File: config.mk
export PLATFORM = sky130hd
export DESIGN_NAME = fifo_thresh
export DESIGN_NICKNAME = d
export VERILOG_FILES = /design/src/rtl/fifo_thresh.sv
export SDC_FILE = /design/constraint.sdc
export NUM_CORES = 1
export LEC_CHECK = 0
export CAP_MARGIN = 10
export CORE_MARGIN = 2
export CORE_UTILIZATION = 45
export DETAILED_ROUTE_END_ITERATION = 6
export PLACE_DENSITY = 0.75
export SLEW_MARGIN = 0
export SYNTH_ARGS = -nofsm -noshare
export SYNTH_HDL_FRONTEND = slang
export SYNTH_SLANG_ARGS = --single-unit
File: constraint.sdc
create_clock -name i_clk -period 3.9 [get_ports i_clk]
set_input_delay 0.39 -clock i_clk [delete_from_list [all_inputs] [get_ports i_clk]]
set_output_delay 0.39 -clock i_clk [all_outputs]
set_load 0.005 [all_outputs]
File: src/rtl/fifo_thresh.sv
// rtl/fifo_thresh.sv - single-clock FIFO with threshold flags, sticky errors and FWFT/registered read modes
module fifo_thresh #(
  parameter int DataWidth   = 8,
  parameter int Depth       = 8,
  parameter bit FWFT        = 1'b0,
  parameter int AlmostFull  = Depth - 2,
  parameter int AlmostEmpty = 2
) (
  input  logic                       i_clk,
  input  logic                       i_rst_n,
  input  logic [DataWidth-1:0]       i_wr_data,
  input  logic                       i_wr_en,
  input  logic                       i_rd_en,
  input  logic                       i_flush,
  input  logic                       i_clr_err,
  output logic [DataWidth-1:0]       o_rd_data,
  output logic                       o_rd_valid,
  output logic                       o_full,
  output logic                       o_empty,
  output logic                       o_almost_full,
  output logic                       o_almost_empty,
  output logic [$clog2(Depth):0]     o_count,
  output logic                       o_overflow,
  output logic                       o_underflow
);

  localparam int AW = $clog2(Depth);
  localparam int CW = AW + 1;
  localparam logic [CW-1:0] DepthC = CW'(Depth);
  localparam logic [CW-1:0] AfC    = CW'(AlmostFull);
  localparam logic [CW-1:0] AeC    = CW'(AlmostEmpty);

  logic [DataWidth-1:0] mem_q [Depth];
  logic [AW-1:0]        wr_ptr_q, wr_ptr_d;
  logic [AW-1:0]        rd_ptr_q, rd_ptr_d;
  logic [CW-1:0]        count_q, count_d;
  logic                 full_q, full_d;
  logic                 empty_q, empty_d;
  logic                 af_q, af_d;
  logic                 ae_q, ae_d;
  logic                 ovf_q, ovf_d;
  logic                 udf_q, udf_d;
  logic                 wr_accept;
  logic                 rd_accept;

  // A flush swallows any same-cycle write or read, so neither is accepted
  assign wr_accept = i_wr_en & ~full_q & ~i_flush;
  assign rd_accept = i_rd_en & ~empty_q & ~i_flush;

  // Next-state pointers, count, and flags derived from the next count
  always_comb begin
    wr_ptr_d = wr_ptr_q;
    rd_ptr_d = rd_ptr_q;
    count_d  = count_q;
    if (i_flush) begin
      wr_ptr_d = '0;
      rd_ptr_d = '0;
      count_d  = '0;
    end else begin
      if (wr_accept) wr_ptr_d = wr_ptr_q + AW'(1);
      if (rd_accept) rd_ptr_d = rd_ptr_q + AW'(1);
      case ({wr_accept, rd_accept})
        2'b10:   count_d = count_q + CW'(1);
        2'b01:   count_d = count_q - CW'(1);
        default: count_d = count_q;
      endcase
    end
    full_d  = (count_d == DepthC);
    empty_d = (count_d == '0);
    af_d    = (count_d >= AfC);
    ae_d    = (count_d <= AeC);
    // A new error event outranks a same-cycle clear
    ovf_d   = (i_wr_en & full_q & ~i_flush) | (ovf_q & ~i_clr_err);
    udf_d   = (i_rd_en & empty_q & ~i_flush) | (udf_q & ~i_clr_err);
  end

  // Control and status registers
  always_ff @(posedge i_clk) begin
    if (!i_rst_n) begin
      wr_ptr_q <= '0;
      rd_ptr_q <= '0;
      count_q  <= '0;
      full_q   <= 1'b0;
      empty_q  <= 1'b1;
      af_q     <= 1'b0;
      ae_q     <= 1'b1;
      ovf_q    <= 1'b0;
      udf_q    <= 1'b0;
    end else begin
      wr_ptr_q <= wr_ptr_d;
      rd_ptr_q <= rd_ptr_d;
      count_q  <= count_d;
      full_q   <= full_d;
      empty_q  <= empty_d;
      af_q     <= af_d;
      ae_q     <= ae_d;
      ovf_q    <= ovf_d;
      udf_q    <= udf_d;
    end
  end

  // Storage array; contents survive reset and flush, writes blocked during reset
  always_ff @(posedge i_clk) begin
    if (i_rst_n && wr_accept) mem_q[wr_ptr_q] <= i_wr_data;
  end

  generate
    if (FWFT) begin : g_fwft
      assign o_rd_data  = mem_q[rd_ptr_q];
      assign o_rd_valid = ~empty_q;
    end else begin : g_reg
      logic [DataWidth-1:0] rd_data_q;
      logic                 rd_valid_q;
      // Registered read port: popped word appears the cycle after the read
      always_ff @(posedge i_clk) begin
        if (!i_rst_n) begin
          rd_data_q  <= '0;
          rd_valid_q <= 1'b0;
        end else begin
          rd_valid_q <= rd_accept;
          if (rd_accept) rd_data_q <= mem_q[rd_ptr_q];
        end
      end
      assign o_rd_data  = rd_data_q;
      assign o_rd_valid = rd_valid_q;
    end
  endgenerate

  assign o_full         = full_q;
  assign o_empty        = empty_q;
  assign o_almost_full  = af_q;
  assign o_almost_empty = ae_q;
  assign o_count        = count_q;
  assign o_overflow     = ovf_q;
  assign o_underflow    = udf_q;

endmodule

# ---- Word-level counts from Yosys, hierarchy flattened
# Memory sizes are Yosys's and may differ from the RTL's. A register that Yosys moved wholly into a read port is not among the register bits.
# Index checks and enable logic that the tools add are counted.
dict set report op_classes {
  add_sub_neg 4
  magnitude_cmp 2
  eq_ne 3
  n_mux 4
  n_bitwise 17
  n_reduce_logical 4
}
# op n
set ops {}
lappend ops {{bitwise AND 1 bit} 10}
lappend ops {{case mux 4 bit (2 select lines)} 1}
lappend ops {{adder 3 x 1 -> 3 bit, second input constant} 2}
lappend ops {{inverter 1 bit} 5}
lappend ops {{adder 4 x 1 -> 4 bit, second input constant} 1}
lappend ops {{equality test 4 bit, second input constant} 1}
lappend ops {{>= comparator 4 x 3 -> 1 bit, second input constant} 1}
lappend ops {{<= comparator 4 x 2 -> 1 bit, second input constant} 1}
lappend ops {{zero test 4 bit} 1}
lappend ops {{2-to-1 mux 4 bit} 1}
lappend ops {{subtractor 4 x 1 -> 4 bit, second input constant} 1}
lappend ops {{equality test 2 x 1 -> 1 bit, second input constant} 1}
lappend ops {{equality test 2 bit, second input constant} 1}
lappend ops {{2-to-1 mux 1 bit} 2}
lappend ops {{OR 1 bit} 2}
lappend ops {{OR reduction 2 bit} 1}
lappend ops {{logical AND 1 bit} 1}
lappend ops {{zero test 1 bit} 1}
dict set report totals {
  ff_bits 17
  ramBits 64
  output_inout_bits 19
  word_cells 45
  n_memories 1
}
# memory depth width rd rd_clocked_by_memory_dff wr line_no
set memory_table {}
lappend memory_table {mem_q 8 8 1 1 1 33} ;# logic [DataWidth-1:0] mem_q [Depth];

# ---- Longest topological paths before layout
dict set report depth {
  ltp_word 7
  ltp_mapped 11
  depth_no_buf 9
}

# ---- Worst setup path before layout
# Ideal clock, no wire load.
dict set report synth_path {
  kind {input -> register}
  start {input port i_flush}
  end {register empty_q, in the netlist o_empty}
  arrival_time_ps 2302
  required_time_ps 3771
  path_slack_ps 1469
  stages 9
  cell_sequence {nor3b_4 buf_2 buf_1 ha_1 a21oi_1 and3_1 o21bai_2 mux2i_2 nor4_2}
}
dict set report synth_via {
  elab_chain_len 6
  elab_cells_between_ends 8
}
# element line_no
set synth_rtl {}
lappend synth_rtl {{start: declaration} 14} ;# input logic i_flush,
lappend synth_rtl {{inverter 1 bit} {47, 48}}
lappend synth_rtl {{bitwise AND 1 bit, on equally long branches} {48, 47}}
lappend synth_rtl {{equality test 2 x 1 -> 1 bit or equality test 2 bit (tied branches)} 62} ;# case ({wr_accept, rd_accept})
lappend synth_rtl {{case mux 4 bit (2 select lines)} 62}
lappend synth_rtl {{2-to-1 mux 4 bit (*)} 55} ;# if (i_flush) begin
lappend synth_rtl {{zero test 4 bit (*)} 69} ;# empty_d = (count_d == '0);
lappend synth_rtl {{end signal: assignment} 94} ;# empty_q <= empty_d;
lappend synth_rtl {{end: declaration} 38} ;# logic empty_q, empty_d;
# Mark *: on every way between the ends. The rest lies on a longest branch, timed or not.
# A chain may end at the register's enable or synchronous reset.

# ---- Worst setup path in the final report
dict set report layout_path {
  start {input port i_wr_en}
  end {register ae_q, in the netlist o_almost_empty}
}
dict set report layout_via {
  elab_chain_len 6
  elab_cells_between_ends 7
}
# element line_no
set layout_rtl {}
lappend layout_rtl {{start: declaration} 12} ;# input logic i_wr_en,
lappend layout_rtl {{bitwise AND 1 bit (*) (2 in a row)} 47} ;# assign wr_accept = i_wr_en & ~full_q & ~i_flush;
lappend layout_rtl {{equality test 2 x 1 -> 1 bit or equality test 2 bit (tied branches)} 62}
lappend layout_rtl {{case mux 4 bit (2 select lines) (*)} 62}
lappend layout_rtl {{2-to-1 mux 4 bit (*)} 55}
lappend layout_rtl {{<= comparator 4 x 2 -> 1 bit (*)} 71} ;# ae_d = (count_d <= AeC);
lappend layout_rtl {{end signal: assignment} 86} ;# ae_q <= 1'b1;
lappend layout_rtl {{end signal: assignment} 96} ;# ae_q <= ae_d;
lappend layout_rtl {{end: declaration} 40} ;# logic ae_q, ae_d;
# Marked as above.

==> metrics.txt <==
# TYPE chip_impl_metric gauge
chip_impl_info{name="root_buffer",value="clkbuf_8"} 1
chip_impl_metric{name="critical_path.n_buffers_inverters",unit=""} 2
chip_impl_metric{name="syn-instance-count",unit=""} 232
chip_impl_metric{name="setup_total_negative_slack",unit="ns"} 0
chip_impl_metric{name="holdBufCountCts",unit=""} 0
chip_impl_metric{name="cp_data_required_time",unit="ns"} 4.19
chip_impl_info{name="critical_path_class",value="in2reg"} 1
chip_impl_metric{name="slew_headroom",unit=""} 0.414
chip_impl_info{name="slowest_cell_on_crit_path",value="clkdlybuf4s50_1"} 1
chip_impl_metric{name="cts-buffers-inserted",unit=""} 9
chip_impl_metric{name="clock.fmax",unit="GHz"} 0.388
chip_impl_metric{name="finalSetupViolations",unit=""} 0
chip_impl_metric{name="synth.net_count",unit=""} 250
chip_impl_metric{name="detail_route.wl_per_cell",unit="um"} 17.7
chip_impl_info{name="startpoint_type",value="input pin"} 1
chip_impl_metric{name="placedInstanceArea",unit="mm^2"} 0.00408
chip_impl_metric{name="wire_length_of_the_first_global_routing_pass",unit="um"} 10700
chip_impl_metric{name="syn_area_per_cell",unit="um^2"} 15.7
chip_impl_metric{name="power.static_leakage",unit="uW"} 0.00151
chip_impl_metric{name="clockBufferDepth",unit=""} 2
chip_impl_metric{name="vias_per_cell",unit=""} 5.36
chip_impl_metric{name="clock-sinks",unit=""} 89
chip_impl_metric{name="finalHoldViolations",unit=""} 0
chip_impl_metric{name="synth.yosys.warnings",unit=""} 0
chip_impl_metric{name="synth-async-reset-ratio",unit=""} 0
chip_impl_metric{name="final_layout_size_suffix_gt1_frac",unit=""} 0.168
chip_impl_metric{name="first_global_vias",unit=""} 2055
chip_impl_metric{name="grt_start_max_net_pins",unit=""} 19
chip_impl_metric{name="placedCellCount",unit=""} 360
chip_impl_metric{name="sw_frac_of_total",unit=""} 0.218
chip_impl_metric{name="final_antenna_net_count",unit=""} 0
chip_impl_metric{name="gpl.final_weighted_congestion",unit=""} 0.837
chip_impl_metric{name="grt_overflow",unit=""} 0
chip_impl_metric{name="final.fill_count",unit=""} 635
chip_impl_info{name="worstSetupEndpointType",value="flop"} 1
chip_impl_metric{name="cts_resized",unit=""} 0
chip_impl_metric{name="final_critical_period",unit="ns"} 2.58
chip_impl_metric{name="diodes",unit=""} 0
chip_impl_metric{name="timing_worst_slew_pin_value",unit="ns"} 0.876
chip_impl_metric{name="post-route-drc-count",unit=""} 0
chip_impl_metric{name="vias",unit=""} 2015
chip_impl_metric{name="timing.critical_path.slowest_cell_delay",unit="ns"} 0.48
chip_impl_metric{name="groute.usage.overall",unit=""} 0.167
chip_impl_metric{name="area_of_the_mapped_netlist",unit="mm^2"} 0.00364
chip_impl_metric{name="instances_no_fill",unit=""} 376
chip_impl_metric{name="part_of_the_total_power_dissipated_in_the_clock_network",unit=""} 0.369
chip_impl_metric{name="internal_power",unit="uW"} 1360
chip_impl_metric{name="whs",unit="ns"} 0.502
chip_impl_metric{name="fp.dieW",unit="um"} 93.9
chip_impl_info{name="tritoncts",value="yes"} 1
chip_impl_metric{name="post_cts.repair.setup_buffers",unit=""} 0
chip_impl_metric{name="top_level_ports",unit=""} 33
chip_impl_metric{name="clk-insertion-delay-late",unit="ns"} 0.36
chip_impl_metric{name="synth_seq_cells",unit=""} 89
chip_impl_metric{name="synth-edff-count",unit=""} 64
chip_impl_metric{name="wirelength",unit="um"} 6660
chip_impl_info{name="critical_path.cell_chain",value="clkdlybuf4s50_1, nand2b_1, nor2_1, inv_1, ha_1, and2_1, o2111ai_1, a31oi_1, a311o_4, a211oi_2"} 1
chip_impl_metric{name="clkSlewWorstSetupHoldPaths",unit="ns"} 0.09
chip_impl_metric{name="post-route-period-util",unit=""} 0.661
chip_impl_metric{name="drtPass1Iterations",unit=""} 4
chip_impl_metric{name="start_util",unit=""} 0.468
chip_impl_metric{name="cp_max_fo",unit=""} 11
chip_impl_metric{name="chipHeight",unit="um"} 93.9
chip_impl_info{name="synth-main-ff-cell",value="edfxtp_1"} 1
chip_impl_metric{name="pwr_density_cell",unit="mW/mm^2"} 407
chip_impl_metric{name="htree_num_levels",unit=""} 3
chip_impl_info{name="rsz0062_at_grt",value="false"} 1
chip_impl_metric{name="drtIter0Drc",unit=""} 143
chip_impl_info{name="outcome",value="complete, no violations"} 1
chip_impl_metric{name="synth.yosys.seq_area_share",unit=""} 0.666
chip_impl_metric{name="layout.nets",unit=""} 287
chip_impl_metric{name="vdd_drop_max",unit="uV"} 268
chip_impl_metric{name="place_hpwl",unit="um"} 4560
chip_impl_metric{name="antenna_found_initial",unit=""} 0
chip_impl_metric{name="die_area",unit="mm^2"} 0.00882
chip_impl_metric{name="drv.max_cap_violation_count",unit=""} 0
chip_impl_info{name="hold_class",value="reg2reg"} 1
chip_impl_metric{name="flow.area_growth_from_synthesis",unit="%"} 17.8
chip_impl_metric{name="post-place-ws",unit="ns"} 0.990
chip_impl_metric{name="count_of_unique_library_cells_instantiated_by_yosys",unit=""} 42
chip_impl_metric{name="final.setup_skew",unit="ns"} 0.00901
chip_impl_metric{name="combPwrFrac",unit=""} 0.043
chip_impl_metric{name="final_critical_path_setup_slack",unit="ns"} 1.32
chip_impl_metric{name="design.core.area",unit="mm^2"} 0.00777
chip_impl_metric{name="fin_area",unit="mm^2"} 0.00428
chip_impl_metric{name="switching_power",unit="uW"} 380
chip_impl_metric{name="p_seq_frac",unit=""} 0.588
chip_impl_metric{name="cp_data_arrival_time",unit="ns"} 2.87
chip_impl_metric{name="slew_viol_final",unit=""} 0
chip_impl_metric{name="numPortBuffers",unit=""} 32
chip_impl_metric{name="placement_rows",unit=""} 32
chip_impl_info{name="worst_path_dominant_cell_family",value="compound AO/OA/AOI/OAI gates"} 1
==> metrics by stage <==
stage | utilization | total power [uW]
floorplan | - | 1080
global placement | 0.525 | 1120
detailed placement | 0.525 | 1120
CTS | 0.551 | 1760
global route | 0.551 | 1800
finish | 0.551 | 1740
==> power groups by stage <==
stage / combinational (uW) / clock [uW] / sequential, uW
6_report: 74.1 / 643 / 1020
5_1_grt: 80.9 / 697 / 1030
4_1_cts: 74.7 / 659 / 1020
3_3_place_gp: 72.6 / 0 / 1050
2_1_floorplan: 34.3 / 0 / 1050
3_5_place_dp: 74.4 / 0 / 1050
==> final timing paths <==
| path | startpoint | to | slack [ns] | cells after the start |
|---|---|---|---|---|
| max | i_wr_en | o_almost_empty$_SDFF_PN1_ | 1.32 | 10 |
| min | o_rd_data[2]$_SDFFE_PN0P_ | o_rd_data[2]$_SDFFE_PN0P_ | 0.50 | 1 |
| max reg2reg | o_full$_SDFF_PN0_ | o_almost_empty$_SDFF_PN1_ | 1.44 | 9 |
| min reg2reg | o_rd_data[2]$_SDFFE_PN0P_ | o_rd_data[2]$_SDFFE_PN0P_ | 0.50 | 1 |
==> metal layers <==
layer / up-vias / GRT usage / share of wire
met5: - / 0 / 0
met3: 14 / 0.0401 / 0.048
met2: 57 / 0.258 / 0.48
met4: 0 / 0.0809 / 0.025
met1: 991 / 0.223 / 0.45
li1: 953 / - / -
==> flip-flops by register name, summed over array words and instances, names as in the netlist <==
signal          count
o_almost_empty      1
wr_ptr_q            3
o_empty             1
mem_q              64
o_overflow          1
o_underflow         1
rd_ptr_q            3
o_count             4
o_rd_valid          1
o_rd_data           8
o_full              1
o_almost_full       1
==> area by class of cell <==
| type | count | area [um^2] | area share |
|---|---|---|---|
| Tap cell | 102 | 128 | 0.0298 |
| Timing Repair Buffer | 40 | 380 | 0.0888 |
| Inverter | 3 | 11.3 | 0.00263 |
| Multi-Input combinational cell | 126 | 1140 | 0.266 |
| Sequential cell | 89 | 2420 | 0.566 |
| Clock buffer | 10 | 128 | 0.0298 |
| Clock inverter | 6 | 73.8 | 0.0172 |
==> synth_stat cells (2+ instances only) <==
| cell | number | area [um^2] |
|---|---|---|
| o21a_1 | 2 | 15.0 |
| ha_1 | 4 | 50.1 |
| mux2i_1 | 12 | 120 |
| and3_1 | 3 | 18.8 |
| dfxtp_1 | 25 | 500 |
| buf_1 | 2 | 7.51 |
| a21oi_1 | 3 | 15.0 |
| nand2_1 | 18 | 67.6 |
| xor2_1 | 3 | 26.3 |
| xnor2_1 | 2 | 17.5 |
| and2_1 | 5 | 31.3 |
| o22ai_1 | 3 | 18.8 |
| buf_2 | 5 | 25.0 |
| nor2_1 | 14 | 52.6 |
| nor3_1 | 2 | 10.0 |
| o211a_1 | 8 | 80.1 |
| mux4_2 | 16 | 360 |
| nand2b_1 | 9 | 56.3 |
| inv_1 | 3 | 11.3 |
| clkbuf_1 | 6 | 22.5 |
| nor2b_1 | 2 | 12.5 |
| edfxtp_1 | 64 | 1920 |
| nand3_1 | 2 | 10.0 |
==> kinds of logic (layout without fill, tap and decap cells) <==
logic type,Yosys count,count (layout),share of synthesized area
flip-flops,89,89,0.666
adder cells (fa/ha/maj),4,4,0.0138
buffers and inverters,17,59,0.0203
AO/OA/AOI/OAI,27,27,0.0647
XOR/XNOR,5,5,0.0120
AND/OR/NAND/NOR,61,61,0.0871
multiplexers,29,29,0.136
==> cells in the final DEF (no fill, tap or decap), types with 8 or more instances in the layout <==
cell type / n
edfxtp_1: 64
clkdlybuf4s50_1: 32
dfxtp_1: 25
nand2_1: 18
mux4_2: 16
nor2_1: 14
mux2i_1: 12
nand2b_1: 9
clkbuf_8: 9
o211a_1: 8
buf_4: 8
No activity file was read; power rests on OpenSTA's default activity.
==> RTL edit: new RTL, same settings <==
`DataWidth`: 8 -> 12.
--- a/src/rtl/fifo_thresh.sv
+++ b/src/rtl/fifo_thresh.sv
@@ -1,5 +1,5 @@
 // rtl/fifo_thresh.sv - single-clock FIFO with threshold flags, sticky errors and FWFT/registered read modes
 module fifo_thresh #(
-  parameter int DataWidth   = 8,
+  parameter int DataWidth   = 12,
   parameter int Depth       = 8,
   parameter bit FWFT        = 1'b0,
Ports: changed (resized i_wr_data and o_rd_data); port bits go from 33 to 41. No check against the original RTL was run, so the function may have changed too.
==> RTL edit against the unedited design <==
Critical path type unchanged; worst setup slack got worse by 21 ps; via count increased by 35%; final area is 43% higher; hold slack got worse by 6.0 ps; power is 68% higher; sequential cell count grew 36; clock power is 110% higher; routed wire length increased by 40%; die area rose by 35%; area after synthesis grew 37%; register-to-register slack got worse by 30 ps.
==> RTL edit: results (changes against the unedited design) <==
IO Port Bufs 40 (+25%); Post-CTS Setup Bufs 0 (unchanged); initial antenna violation count 0 (unchanged); DR WL/cell 18.6 um (+4.9%); reg-to-reg startpoint o_empty; number of flip-flops in the largest register 96 (+50%); DR WL met3 413 um (+29%); Worst Skew 8.60 ps (-0.409 ps); Synth top cells by count edfxtp_1 (96), dfxtp_1 (29), mux4_2 (24); Longest Clk Path Bufs 2 (unchanged); multiplexer share of the synthesized area 13.9% (+0.29 points); Post-Synth XOR/XNOR Area 1.56% (+0.35 points); Biggest register mem_q; first-pass GRT wire length 14400 um (+35%); dpl hpwl 5800 um (+27%); Starting DRT DRC Count 169 (+18%); Clock Tree Root clkbuf_8; Placer Congestion 0.816 (-2.4%); met2 WL post-DR 4480 um (+40%); worst skew pair latency 510 ps (+150 ps); share of layout cells above drive strength 1 21.3% (+4.5 points); antenna cell count 0 (unchanged); worst endpoint data arrival time 3040 ps (+170 ps); Worst setup startpoint i_flush; DRT Pass-1 Iters 6 (+2); LEAKAGE 2.11 nW (+40%); Synth Flop Type edfxtp_1; vias per cell 5.42 (+1.2%); adder-cell share of the synthesized area 1.01% (-0.37 points); GRT Overall Usage 17.1% (+0.39 points); worst vdd ir 241 uV (-10%); Metal-1 WL 4270 um (+43%); largest cells by area after synthesis edfxtp_1 (58%), dfxtp_1 (12%), mux4_2 (11%); Yosys warning count 0 (unchanged); post-synthesis net count 314 (+26%); Layout Nets 370 (+29%); Synth Area in Compound Gates 5.51% (-0.96 points); CP max stage delay 550 ps (+70 ps); post-cts sizing count 0 (unchanged); Rel. slew slack 27.8% (-14 points); pin count of the biggest net entering global routing 23 (+4); Unique masters post-synth 43 (+2.4%); post-synthesis sequential area ratio 69.6% (+3.0 points); CTS HTree Levels 4 (+1); outcome finished, final reports clean; worst hold path class reg2reg; Post-synth EDFFs 96 (+50%); Inserted Clock Buffers 17 (+8); clock slew at reported path FFs 60 ps (-30 ps); crit-path max FO 11 (unchanged); Routed Antenna Nets 0 (unchanged); hold path startpoint o_rd_data[5]; slowest cell on the critical path clkdlybuf4s50_1
## RTL edit: cell types whose count changed after synthesis, sizes merged, moves of 3 or more
cell	unedited run	this run
buf	8	14
dfxtp	25	29
edfxtp	64	96
mux4	16	24
nand2	19	22
nand2b	9	4
nor2	14	18
o211a	8	12
## RTL edit: logic make-up (layout without fill, tap and decap cells)
kind of cell | Yosys count | count (layout)
xor+xnor | 8 | 8
compound gates | 31 | 31
flops | 125 | 125
buf+inv | 22 | 91
simple gates | 63 | 63
fa+ha+maj | 4 | 4
mux | 39 | 39
## RTL edit: area by class of cell
class	instances	area, um2
Tap cell	140	175
Sequential cell	125	3460
Clock inverter	14	110
Multi-Input combinational cell	145	1410
Fill cell	816	4690
Timing Repair Buffer	55	513
Inverter	4	15.0
Clock buffer	18	418
## RTL edit: worst paths after layout
check	end	slack (ps)	depth (start not counted)
min reg2reg	o_rd_data[5]	500	1
max reg2reg	o_empty	1410	9
min	o_rd_data[5]	500	1
max	o_empty	1300	10
## RTL edit: where the power goes
part | internal [mW] | switching [mW]
Sequential | 1.44 | 0.00870
Combinational | 0.0487 | 0.0484
Clock | 0.790 | 0.587
Total | 2.28 | 0.644
## RTL edit: worst max-delay path: cells and delay by family
family / cells / cell delay [ps]
compound gates: 2 / 330
simple gates: 3 / 1170
fa+ha+maj: 1 / 200
buf+inv: 1 / 550
xor+xnor: 3 / 400
## RTL edit: per-layer routing
layer | vias up | GRT usage, %
li1 | 1254 | -
met1 | 1388 | 22.7
met2 | 62 | 26.9
met3 | 12 | 4.42
met4 | 0 | 7.14
met5 | - | 0
## RTL edit: metrics by stage
stage | instance area (um2) | std cells | total power [mW] | setup WS [ps] | hold slack (ps)
5_1_grt | 6100 | 501 | 3.02 | 1160 | 509
3_5_place_dp | 5580 | 469 | 1.58 | 806 | 488
4_1_cts | 6100 | 501 | 2.96 | 1330 | 502
2_1_floorplan | 4970 | 292 | 1.52 | 1310 | 489
3_3_place_gp | 5580 | 469 | 1.57 | 889 | 484
6_report | 6100 | 501 | 2.93 | 1300 | 496
